<file path="config.mk">
export PLATFORM = sky130hd
export DESIGN_NAME = fifo
export DESIGN_NICKNAME = d
export VERILOG_FILES = /design/src/rtl/fifo_pkg.sv /design/src/rtl/fifo_mem.sv /design/src/rtl/fifo.sv
export SDC_FILE = /design/constraint.sdc
export NUM_CORES = 1
export LEC_CHECK = 0
export ABC_AREA = 1
export CAP_MARGIN = 20
export CORE_ASPECT_RATIO = 0.6
export CORE_MARGIN = 4
export CORE_UTILIZATION = 39
export CTS_BUF_LIST = sky130_fd_sc_hd__clkbuf_8
export CTS_CLUSTER_SIZE = 40
export DETAILED_ROUTE_END_ITERATION = 6
export PLACE_DENSITY_LB_ADDON = 0.3
export REMOVE_ABC_BUFFERS = 1
export SYNTH_ARGS = -nofsm -noshare
export SYNTH_HDL_FRONTEND = slang
export SYNTH_HIERARCHICAL = 1
export SYNTH_SLANG_ARGS = --single-unit
</file>
<file path="constraint.sdc">
create_clock -name clk -period 2.6 [get_ports clk]
set_input_delay 0.52 -clock clk [delete_from_list [all_inputs] [get_ports clk]]
set_output_delay 0.52 -clock clk [all_outputs]
set_load 0.02 [all_outputs]
</file>
<file path="src/rtl/fifo_pkg.sv">
// Shared constants and types for the synchronous FIFO and its storage.
package fifo_pkg;

    localparam int FIFO_DATA_WIDTH = 8;
    localparam int FIFO_DEPTH      = 8;

    typedef logic [FIFO_DATA_WIDTH-1:0] fifo_word_t;

endpackage : fifo_pkg

</file>
<file path="src/rtl/fifo_mem.sv">
// Register-array storage: synchronous write port, registered read port.
// Read data resets to zero; the array itself is never cleared.
module fifo_mem
    import fifo_pkg::*;
#(
    parameter int DATA_WIDTH = FIFO_DATA_WIDTH,
    parameter int DEPTH      = FIFO_DEPTH,
    parameter int ADDR_WIDTH = $clog2(DEPTH)
) (
    input  logic                  clk,
    input  logic                  rst,
    input  logic                  wr_en,
    input  logic [ADDR_WIDTH-1:0] wr_addr,
    input  logic [DATA_WIDTH-1:0] wr_data,
    input  logic                  rd_en,
    input  logic [ADDR_WIDTH-1:0] rd_addr,
    output logic [DATA_WIDTH-1:0] rd_data
);

    logic [DATA_WIDTH-1:0] mem [DEPTH];

    // Store the incoming word; contents survive reset.
    always_ff @(posedge clk) begin
        if (wr_en) begin
            mem[wr_addr] <= wr_data;
        end
    end

    // Registered read; output holds when no read is accepted.
    always_ff @(posedge clk) begin
        if (rst) begin
            rd_data <= '0;
        end else if (rd_en) begin
            rd_data <= mem[rd_addr];
        end
    end

endmodule : fifo_mem

</file>
<file path="src/rtl/fifo.sv">
// Single-clock synchronous FIFO with occupancy-counter flags and a
// board LED that mirrors the full flag.
module fifo
    import fifo_pkg::*;
#(
    parameter int DATA_WIDTH = FIFO_DATA_WIDTH,
    parameter int DEPTH      = FIFO_DEPTH
) (
    input  logic                  clk,
    input  logic                  rst,
    input  logic                  wr_en,
    input  logic                  rd_en,
    input  logic [DATA_WIDTH-1:0] data_in,
    output logic [DATA_WIDTH-1:0] data_out,
    output logic                  full,
    output logic                  empty,
    output logic                  led
);

    localparam int ADDR_WIDTH = $clog2(DEPTH);
    localparam int CNT_WIDTH  = ADDR_WIDTH + 1;

    logic [ADDR_WIDTH-1:0] wr_ptr;
    logic [ADDR_WIDTH-1:0] rd_ptr;
    logic [CNT_WIDTH-1:0]  count;
    logic                  wr_ok;
    logic                  rd_ok;

    // Flags come straight from the registered count; a read freeing a slot
    // lets a write into a full FIFO in the same cycle.
    always_comb begin
        full  = (count == CNT_WIDTH'(DEPTH));
        empty = (count == '0);
        led   = full;
        rd_ok = rd_en && !empty;
        wr_ok = wr_en && (!full || rd_ok);
    end

    // Pointer and occupancy bookkeeping; pointers wrap at DEPTH naturally.
    always_ff @(posedge clk) begin
        if (rst) begin
            wr_ptr <= '0;
            rd_ptr <= '0;
            count  <= '0;
        end else begin
            if (wr_ok) begin
                wr_ptr <= wr_ptr + ADDR_WIDTH'(1);
            end
            if (rd_ok) begin
                rd_ptr <= rd_ptr + ADDR_WIDTH'(1);
            end
            if (wr_ok && !rd_ok) begin
                count <= count + CNT_WIDTH'(1);
            end else if (rd_ok && !wr_ok) begin
                count <= count - CNT_WIDTH'(1);
            end
        end
    end

    fifo_mem #(
        .DATA_WIDTH (DATA_WIDTH),
        .DEPTH      (DEPTH),
        .ADDR_WIDTH (ADDR_WIDTH)
    ) u_mem (
        .clk     (clk),
        .rst     (rst),
        .wr_en   (wr_ok),
        .wr_addr (wr_ptr),
        .wr_data (data_in),
        .rd_en   (rd_ok),
        .rd_addr (rd_ptr),
        .rd_data (data_out)
    );

endmodule : fifo

</file>
==> metrics.txt <==
clock buffer count from CTS=9; share of cells above drive strength 1=8.71%; critical path's slowest cell=clkdlybuf4s50_1; WP data arrival=1.87 ns; Top FF cell, synth=edfxtp_1; I/O Pins=23; Initial Util=40.4%; post-synthesis cell type count=25; Gate Count Post-Synth=387; worst clock skew=0.00712 ns; Max FO, Critical Path=4; die area=11200 µm²; cts hold-fix bufs=0; total grt overflow=0; number of global-route vias before repair=2316; Slew headroom=65.4%; Worst VDD drop=0.000318 V; HP Start=u_mem/rd_data[3]; fin crit period=2.39 ns; antenna-violating nets left=0; number of synthesized flops with an enable pin=64; Die Y=83.7 µm; CTS Buffer Depth=2; critical path class=reg -> out; WL per Instance=13.7 µm; R2R setup slack=0.54 ns; status=complete, no violations; Post-Route WL=7.61 mm; hpwl dp=4.97 mm; initial antenna violation count=0; CTS Root Cell=clkbuf_8; Ys Warns=6; Layout Nets=438; final worst slack=0.214 ns; largest net degree at the start of global routing=33; Final Util=46.4%; Area growth syn-to-layout=15.0%; post-CTS setup buffers=0; Synth Cell Area=3720 µm²; worst skew pair latency=0.35 ns; 1st-pass router iterations=5; Slew @ Worst Pin=0.519 ns; Fin Setup TNS=0 ns; vias per cell=4.47; port bufs=22; Cell Chain, Critical Path=inv_2 > nor4_1 > clkdlybuf4s50_1; register area share after synthesis=61.3%; fin crit share=91.8%; cells on worst reg2reg path=14; initial DRC count=173; ys async rst share=0%; all-layer global routing usage=14.4%; Min-Delay Endpoint=u_mem/rd_data[3]; Core Region=9220 µm²; Via Count=2481; dpl ws=0.0347 ns; Yosys reg bits=82; average instance area after synthesis=9.62 µm²; Finish-stage setup viols=0; CP Launch Type=flop; Hold Crit Depth=2; Reg clk slew, reported paths=0.08 ns; H-tree levels=3; largest cells by area after synthesis=edfxtp_1 52%, dfxtp_1 9.7%, nand2_1 9.2%; GPL Wtd Cong=0.758; Resized cells post-CTS=0; Reg-to-Reg Start=count[1]; CP max stage delay=0.67 ns; first-pass GRT wire length=12.0 mm; power density cells=845 nW/µm²; # clock sinks=82; buffers and inverters on the worst path=2; Final Hold Violating Endpoints=0; capturing point of the worst reg2reg path=count[3]; CP Data Required Time=2.08 ns; Leakage=1.90 nW; total of max-cap violations=0; Die X-Extent=134 µm; RSZ-0062 raised after global routing=false; diodes inserted=0; row count=27; DRC viols=0; area share of the leading cell type in the synthesized netlist=51.6%; Hold Crit Class=reg -> reg; TritonCTS clock tree=built; Critical Path Sink Type=output pin; Crit path max-delay family=buffers and inverters; Final Max Tran Viols=0; cell taking the most area after synthesis=edfxtp_1; Fmax=419 MHz
## worst register-to-register path: cells and delay by family (launching register included)
kind | cells | cell delay (ns)
adders and majority gates | 2 | 0.57
buffers and inverters | 4 | 0.34
DFF | 1 | 0.50
and+or+nand+nor | 8 | 0.57
## metal layers
layer  routed length, µm  track usage (%)  up-vias
met4                  89             4.90        0
li1                    -                -     1292
met1                3430             18.6     1107
met5                   0                0        -
met2                3370             22.6       74
met3                 716             4.88        8
## cell type report
type | instances | area, µm²
timing repair buffer | 35 | 318
inverter | 86 | 330
clock inverter | 7 | 56.3
sequential | 82 | 2280
multi-input combinational | 206 | 1010
fill | 859 | 4940
tap | 130 | 163
clock buffer | 9 | 124
## registers in the layout, indices dropped and copies added, names as in the netlist
register / cells
wr_ptr: 3
u_mem/mem: 64
u_mem/rd_data: 8
rd_ptr: 3
count: 4
## through the flow
step	std cells	hold WS [ns]	power, mW	area [µm²]
2_1_floorplan	374	0.516	2.39	3620
6_report	555	0.535	3.62	4280
3_3_place_gp	539	0.509	2.78	4100
5_1_grt	555	0.562	3.86	4280
4_1_cts	555	0.542	3.66	4280
3_5_place_dp	539	0.516	2.81	4100
## kinds of logic after synthesis
family,Yosys count,synth area share [%]
and+or+nand+nor,169,19.9
buffers and inverters,99,11.6
DFF,82,61.3
AOI/OAI and AO/OA,27,4.03
adders and majority gates,6,2.22
xor gates and xnor gates,4,0.941
## cells in the final DEF (no fill, tap or decap), types with 3 or more instances in the layout
cell	count
a21oi_1	11
a21oi_2	4
buf_4	13
clkbuf_8	9
clkdlybuf4s50_1	22
dfxtp_1	18
edfxtp_1	64
ha_1	5
inv_1	85
inv_4	3
nand2_1	91
nand3_1	54
nor2_1	17
o21ai_0	12
xor2_1	3
## worst max-delay path by stage
stage / startpoint / endpoint / slack, ns / depth (start not counted)
3_5_place_dp: rd_en / count[3] / 0.03 / 15
5_1_grt: count[3] / full / 0.11 / 3
2_1_floorplan: count[3] / full / 0.39 / 2
6_report: count[3] / full / 0.21 / 3
4_1_cts: count[3] / full / 0.18 / 3
3_3_place_gp: rd_en / count[3] / 0.15 / 15
## synth_stat cells (4+ instances only)
cell / number
ha_1: 5
buf_2: 6
buf_6: 5
edfxtp_1: 64
o21ai_0: 12
dfxtp_1: 18
nor2_1: 17
a21oi_2: 4
a21oi_1: 11
nand3_1: 54
inv_1: 82
nand2_1: 91
## power by group
part	internal, mW	switching [mW]	total (mW)	leakage, nW
Clock	0.427	0.417	0.844	0.0981
Sequential	1.54	0.115	1.65	0.730
Combinational	0.430	0.688	1.12	1.08
Total	2.40	1.22	3.62	1.90
Note: power is estimated with default switching activity, not from simulation.
